--- src/rtl/cordic_ci_ctrl.sv ---
// cordic_ci_ctrl
//   Multi-cycle custom-instruction controller for an iterative CORDIC cosine
//   core. Latches the processor's angle, launches the core, waits for its
//   completion, converts the unsigned fixed-point cosine (0.5..1.0) to an
//   IEEE-754 single and returns it with a one-cycle done strobe. A hung core
//   is aborted after TIMEOUT wait cycles (quiet NaN). Results below 0.5 are
//   clamped to 0.5 and flagged.
// Ports
//   clk, reset_n   clock, asynchronous active-low reset
//   clk_en         clock enable; all state holds when low
//   start, dataa   request strobe and angle operand from the processor
//   done, result   completion strobe and float result to the processor
//   core_start     one-cycle launch pulse to the core
//   core_angle     registered angle to the core
//   core_done      core completion strobe
//   core_result    core unsigned fixed-point cosine, valid with core_done
//   busy           high from accepted start until the response
//   err_timeout    sticky: a request was aborted by timeout
//   err_range      sticky: a core result was below 0.5
module cordic_ci_ctrl #(
  parameter int unsigned FRACS   = 21,
  parameter int unsigned INTS    = 1,
  parameter int unsigned WIDTH   = INTS + FRACS,
  parameter int unsigned TIMEOUT = 64
) (
  input  logic             clk,
  input  logic             reset_n,
  input  logic             clk_en,
  input  logic             start,
  input  logic [31:0]      dataa,
  output logic             done,
  output logic [31:0]      result,
  output logic             core_start,
  output logic [31:0]      core_angle,
  input  logic             core_done,
  input  logic [WIDTH-1:0] core_result,
  output logic             busy,
  output logic             err_timeout,
  output logic             err_range
);

  localparam int unsigned FRAC_W = WIDTH - 2;
  localparam int unsigned MANT_W = 23;
  localparam int unsigned CNT_W  = $clog2(TIMEOUT);
  localparam int unsigned ALN_W  = FRAC_W + MANT_W;

  localparam logic [31:0] F_QNAN = 32'h7FC0_0000;
  localparam logic [31:0] F_ONE  = 32'h3F80_0000;
  localparam logic [31:0] F_HALF = 32'h3F00_0000;

  typedef enum logic [2:0] {
    S_IDLE    = 3'd0,
    S_LAUNCH  = 3'd1,
    S_WAIT    = 3'd2,
    S_CONVERT = 3'd3,
    S_RESP    = 3'd4
  } state_t;

  state_t             stateQ, stateNext;
  logic [CNT_W-1:0]   cnt, cntNext;
  logic [WIDTH-1:0]   capVal, capValNext;
  logic               timedOut, timedOutNext;
  logic               lastWait;

  logic               doneNext, coreStartNext, busyNext;
  logic               errTimeoutNext, errRangeNext;
  logic [31:0]        resultNext, coreAngleNext;

  // Fixed-point to float: values in [0.5,1) have exponent 2^-1 and the bits
  // below the 0.5 bit become the mantissa, left-aligned (padded or truncated).
  function automatic logic [31:0] toFloat(input logic isTimeout,
                                          input logic [WIDTH-1:0] fix);
    logic [ALN_W-1:0]  aligned;
    logic [MANT_W-1:0] mant;
    aligned = {fix[FRAC_W-1:0], {MANT_W{1'b0}}};
    mant    = MANT_W'(aligned >> FRAC_W);
    if (isTimeout)            toFloat = F_QNAN;
    else if (fix[WIDTH-1])    toFloat = F_ONE;
    else if (fix[WIDTH-2])    toFloat = {1'b0, 8'd126, mant};
    else                      toFloat = F_HALF;
  endfunction

  assign lastWait = (cnt == CNT_W'(TIMEOUT - 1));

  // State register
  always_ff @(posedge clk or negedge reset_n) begin
    if (!reset_n)    stateQ <= S_IDLE;
    else if (clk_en) stateQ <= stateNext;
  end

  // Next-state logic
  always_comb begin
    stateNext = stateQ;
    case (stateQ)
      S_IDLE:    if (start) stateNext = S_LAUNCH;
      S_LAUNCH:  stateNext = S_WAIT;
      S_WAIT:    if (core_done || lastWait) stateNext = S_CONVERT;
      S_CONVERT: stateNext = S_RESP;
      S_RESP:    stateNext = S_IDLE;
      default:   stateNext = S_IDLE;
    endcase
  end

  // Output / datapath next values; pulses default low, everything else holds
  always_comb begin
    doneNext       = 1'b0;
    coreStartNext  = 1'b0;
    busyNext       = busy;
    resultNext     = result;
    coreAngleNext  = core_angle;
    errTimeoutNext = err_timeout;
    errRangeNext   = err_range;
    cntNext        = cnt;
    capValNext     = capVal;
    timedOutNext   = timedOut;
    case (stateQ)
      S_IDLE: begin
        if (start) begin
          coreAngleNext = dataa;
          busyNext      = 1'b1;
          coreStartNext = 1'b1;
          timedOutNext  = 1'b0;
        end
      end
      S_LAUNCH: cntNext = '0;
      S_WAIT: begin
        // A completion on the last wait cycle wins over the timeout.
        if (core_done) begin
          capValNext = core_result;
        end else if (lastWait) begin
          timedOutNext   = 1'b1;
          errTimeoutNext = 1'b1;
        end else begin
          cntNext = cnt + CNT_W'(1);
        end
      end
      S_CONVERT: begin
        resultNext = toFloat(timedOut, capVal);
        if (!timedOut && (capVal[WIDTH-1 -: 2] == 2'b00)) errRangeNext = 1'b1;
        busyNext = 1'b0;
        doneNext = 1'b1;
      end
      default: ;
    endcase
  end

  // Registered outputs and datapath
  always_ff @(posedge clk or negedge reset_n) begin
    if (!reset_n) begin
      done        <= 1'b0;
      core_start  <= 1'b0;
      busy        <= 1'b0;
      result      <= '0;
      core_angle  <= '0;
      err_timeout <= 1'b0;
      err_range   <= 1'b0;
      cnt         <= '0;
      capVal      <= '0;
      timedOut    <= 1'b0;
    end else if (clk_en) begin
      done        <= doneNext;
      core_start  <= coreStartNext;
      busy        <= busyNext;
      result      <= resultNext;
      core_angle  <= coreAngleNext;
      err_timeout <= errTimeoutNext;
      err_range   <= errRangeNext;
      cnt         <= cntNext;
      capVal      <= capValNext;
      timedOut    <= timedOutNext;
    end
  end

endmodule
--- config.mk ---
export PLATFORM = sky130hd
export DESIGN_NAME = cordic_ci_ctrl
export DESIGN_NICKNAME = d
export VERILOG_FILES = /design/src/rtl/cordic_ci_ctrl.sv
export SDC_FILE = /design/constraint.sdc
export NUM_CORES = 1
export LEC_CHECK = 0
export ABC_AREA = 1
export CORE_ASPECT_RATIO = 2
export CORE_UTILIZATION = 41
export DETAILED_ROUTE_END_ITERATION = 7
export PLACE_DENSITY = 0.78
export SYNTH_ARGS = -nofsm -noshare
export SYNTH_HDL_FRONTEND = slang
export SYNTH_SLANG_ARGS = --single-unit
--- constraint.sdc ---
create_clock -name clk -period 1.2 [get_ports clk]
set_input_delay 0.18 -clock clk [delete_from_list [all_inputs] [get_ports clk]]
set_output_delay 0.18 -clock clk [all_outputs]
set_load 0.1 [all_outputs]
## Yosys cells after proc, flatten, opt, wreduce, memory -nomap -nowiden

Cells that the tools add are included.

- Flip-flop bits (word level): 101
- Bits of input ports: 59
- Output and inout bits: 69
- Word-level logic and storage cells: 57

- Add/sub/neg operators: 1
- Equal/unequal tests: 9
- Muxes and demuxes: 18
- Bitwise gates (word level): 1
- Reduce and logical (&&, ||, !) cells: 17

Operators by type and width:

| cell | count |
|---|---|
| $mux W31 | 1 |
| $mux W24 | 1 |
| $mux W23 | 1 |
| $reduce_and A3 Y1 | 5 |
| $mux W6 | 2 |
| $pmux W3 S4 | 1 |
| $pmux W6 S2 | 1 |
| $ne A2 B2 Y1 const B | 5 |
| $reduce_and A4 Y1 | 2 |
| $mux W1 | 7 |
| $add A6 B1 Y6 const B | 1 |
| $eq A3 B2 Y1 const B | 2 |
| $eq A6 B6 Y1 const B | 1 |
| $mux W3 | 2 |
| $reduce_bool A2 Y1 | 3 |
| $reduce_and A5 Y1 | 1 |
| $pmux W1 S2 | 2 |
| $eq A3 B1 Y1 const B | 1 |
| $logic_not A3 Y1 | 1 |
| $logic_not A2 Y1 | 1 |
| $reduce_and A2 Y1 | 1 |
| $logic_and A1 B1 Y1 | 1 |
| $logic_not A1 Y1 | 1 |
| $logic_or A1 B1 Y1 | 1 |
| $not A1 Y1 | 1 |

## Longest topological paths before layout

- Depth after elaboration: 4
- Depth in mapped cells: 9
- Mapped depth without buffers: 9

## Least setup slack after synthesis

OpenSTA, ideal clock, no wires.

- Path kind: register to output
- Start point: register result[29] (netlist name)
- End point: output result[25]
- Arrival: 1,401 ps
- Data required time: 1,020 ps
- Slack: -381 ps
- Stages on the path, launching flop included: 2
- Path buffers: 1
- Cell sequence: dfrtp_1 > buf_4

RTL lines:

| item | RTL line | source |
|---|---|---|
| end, declared | 32 | `output logic [31:0] result,` |

## Worst setup path after layout

- Start point: register stateQ[2]
- End point: register cnt[2]

- Longest elaborated chain between the ends: 3
- Elaborated cells between the ends (all ways): 7
- Classes of those cells: 4 x eq/ne; 1 x mux; 2 x reduce/logical

RTL lines:

| item | RTL line | source |
|---|---|---|
| start, declared | 59 | `state_t stateQ, stateNext;` |
| start signal, assigned | 88 | `else if (clk_en) stateQ <= stateNext;` |
| $eq A3 B2 Y1 / $eq A3 B1 Y1 (equally long branches) | 116 | `case (stateQ)` |
| $ne A2 B2 Y1 (no source line) / $reduce_bool A2 Y1 (equally long branches) | n/a |  |
| $reduce_and A4 Y1 (no source line) | n/a |  |
| end signal, assigned | 168 | `cnt <= cntNext;` |
| end, declared | 60 | `logic [CNT_W-1:0] cnt, cntNext;` |

Several ways; a longest one is shown, not always the timed one.
A chain may end at the register's enable or synchronous reset.

==> metrics.md <==
| Metric | Value |
|---|---|
| Status | `complete, but fails checks` |
| Violated checks | `design-rule violations, negative setup slack` |
| Post-route setup slack | `-0.224 ns` |
| CP max FO | `6` |
| Initial antenna violation count | `0` |
| CP peak stage delay | `0.42 ns` |
| Sum of buffers and inverters on the critical path | `2` |
| Ys Warns | `0` |
| Critical Path Start Type | `register` |
| # clock sinks | `92` |
| Largest net degree at the start of global routing | `44` |
| Root buffer cell | `clkbuf_16` |
| Crit-path slowest cell | `dfrtp_1` |
| Routed metal-1 wirelength | `3940 um` |
| NumNets Final | `662` |
| Most common cell after layout, fill and taps aside | `nand2_1` |
| Clock transition at the registers of the reported paths | `0.07 ns` |
| DR top layer | `met4` |
| Post-route DRC | `14` |
| Layout cell share with drive strength beyond 1 | `39.0%` |
| CTS Buffer Depth | `2` |
| Starting Density | `42.5%` |
| Routability cong. | `0.816` |
| R2R depth | `9` |
| GRT Util Overall | `25.7%` |
| CP Data Required Time | `1.41 ns` |
| Most frequent cell on the critical path | `nand2_4` |
| Area grow syn2layout | `83.8%` |
| Final hold violations | `0` |
| Drt first pass iters | `8` |
| I/O pins | `128` |
| CTS Buf Count | `9` |
| Max_cap viols | `0` |
| TritonCTS clock tree | `yes` |
| Routed wire length | `12,800 um` |
| Max-slew violations | `0` |
| Clk_lat worst skew | `0.34 ns` |
| Unrepaired setup endpoints after global routing | `yes` |
| Ant. Diodes | `0` |
| Critical Path AT | `1.63 ns` |
| Die H | `139 um` |
| Worst hold path class | `in -> async` |
| Netlist Area Pre-Place | `0.00386 mm2` |
| Setup violators final | `97` |
| Clock Skews | `0.00743 ns` |
| Final Cycle Share | `119%` |
| DR vias | `3,623` |
| Metal2 WL | `7750 um` |
| CP cell instances | `inv_2 -> nand2_4 -> nor2_8 -> buf_12 -> nand2_8 -> nand2_4 -> nand2_4 -> nand2_1 -> nand2_1` |
| Crit path max-delay family | `simple AND/OR/NAND/NOR gates` |
| Fin area | `0.00709 mm2` |
| H-tree depth reported by CTS | `3` |
| Period minus WS final | `1.42 ns` |
| Sequential fraction of the synthesis area | `59.7%` |
| Area post-placement | `0.00605 mm2` |
| IO Port Bufs | `123` |
| Post-DP HPWL | `7390 um` |
| Achievable clock frequency | `702 MHz` |
| Wire length on met3 | `428 um` |
| Via density per instance | `5.11` |
| Core Rows | `49` |
| Drt wl/cell | `18.0 um` |
| DIE WIDTH | `70.6 um` |
| Synth cell types | `27` |
| Via count of the first global-routing pass | `3,735` |
| Multi-input logic area | `0.00164 mm2` |
| Worst path depth | `9` |
| Overflow after GRT | `0` |
| Core Area | `0.00907 mm2` |
| Kind of critical path | `reg -> reg` |
| # fillers | `516` |
| ANT nets after route | `0` |
| Register area | `0.00231 mm2` |
| Die area | `0.00982 mm2` |
| CP endpoint kind | `register` |
| Yosys reg bits | `92` |
| DRT iter0 DRCs | `221` |
| Syn avg cell area | `8.85 um2` |
| Most frequent cells in the layout | `118 x nand2_1, 89 x dfrtp_1, 71 x buf_12` |
| Global-route wire length before repair | `19,000 um` |
| Mapped Cells | `436` |
[registers in the layout, indices dropped and copies added, names as in the netlist]
signal,count
busy,1
capVal,22
cnt,6
core_angle,32
core_start,1
done,1
err_range,1
err_timeout,1
result,23
stateQ,3
timedOut,1
[synthesized netlist by cell type]
master,number,area (um2)
o21bai_1,2,15.0
nand3_4,1,17.5
ha_1,1,12.5
o21a_1,2,15.0
a31oi_1,1,6.26
conb_1,1,3.75
nor2_8,2,40.0
xor2_1,2,17.5
a21oi_1,5,25.0
nand2_1,155,582
or2_2,2,12.5
clkbuf_1,4,15.0
buf_6,1,11.3
clkbuf_2,1,5.00
nand4_4,1,21.3
nand4_1,4,25.0
inv_2,2,7.51
buf_4,9,67.6
inv_1,65,244
dfrtp_1,92,2300
o21ai_0,41,205
o21ai_1,14,70.1
nand3_1,9,45.0
buf_2,8,40.0
nor2_1,9,33.8
nand2_4,1,11.3
nand2_2,1,6.26
[worst paths after layout]
path                            slack, ns  startpoint        endpoint
max in group asynchronous            0.43     reset_n  core_angle[16]
worst max register to register      -0.22   stateQ[2]          cnt[2]
worst min-delay path                 0.24     reset_n       result[9]
worst min register to register       0.47   capVal[9]      result[12]
min in group clk                     0.38   dataa[12]  core_angle[12]
worst max-delay path                -0.22   stateQ[2]          cnt[2]
[kinds of logic after synthesis]
group	Yosys count	share of synthesized area, %
AO/OA/AOI/OAI	65	8.73
XOR/XNOR	2	0.454
buffers and inverters	90	10.1
adder cells (fa/ha/maj)	1	0.324
AND/OR/NAND/NOR	185	20.6
flip-flops	92	59.7
other	1	0.0972
[repair_timing]
action	in CTS	in global routing
pin swaps	21	18
hold buffers	1	0
endpoints found under the hold margin	50	0
endpoints found under the setup margin	94	98
gates cloned	7	2
resized for setup	60	74
setup buffers	9	6
[cell type report]
cell class | count | area share, %
clock buffers | 10 | 3.37
clock inverters | 6 | 0.724
inverters | 67 | 3.65
multi-input cells | 260 | 23.1
flip-flops and latches | 92 | 32.6
well taps | 102 | 1.80
repair buffers | 172 | 34.8
[through the flow]
stage | setup WS, ns | setup TNS, ns | std cells | hold slack [ns] | util, %
floorplan | -0.0488 | -2.08 | 439 | -0.116 | -
CTS | -0.137 | -10.52 | 703 | 0.242 | 74.6
global route | -0.278 | -18.53 | 709 | 0.247 | 78.1
finish | -0.224 | -13.32 | 709 | 0.244 | 78.1
global placement | -0.341 | -25.44 | 671 | 0.0588 | 66.7
detailed placement | -0.418 | -27.93 | 671 | 0.0635 | 66.7
[layer usage]
metal  vias to the layer above  global-route usage (%)
met2                       130                    50.3
met5                         -                       0
li1                       1662                       -
met1                      1785                    24.6
met4                         0                    14.5
met3                        46                    3.71
Power is left out: the tool's default activity adds up to more than one toggle a clock period on the data nets, which glitch-free logic cannot reach.
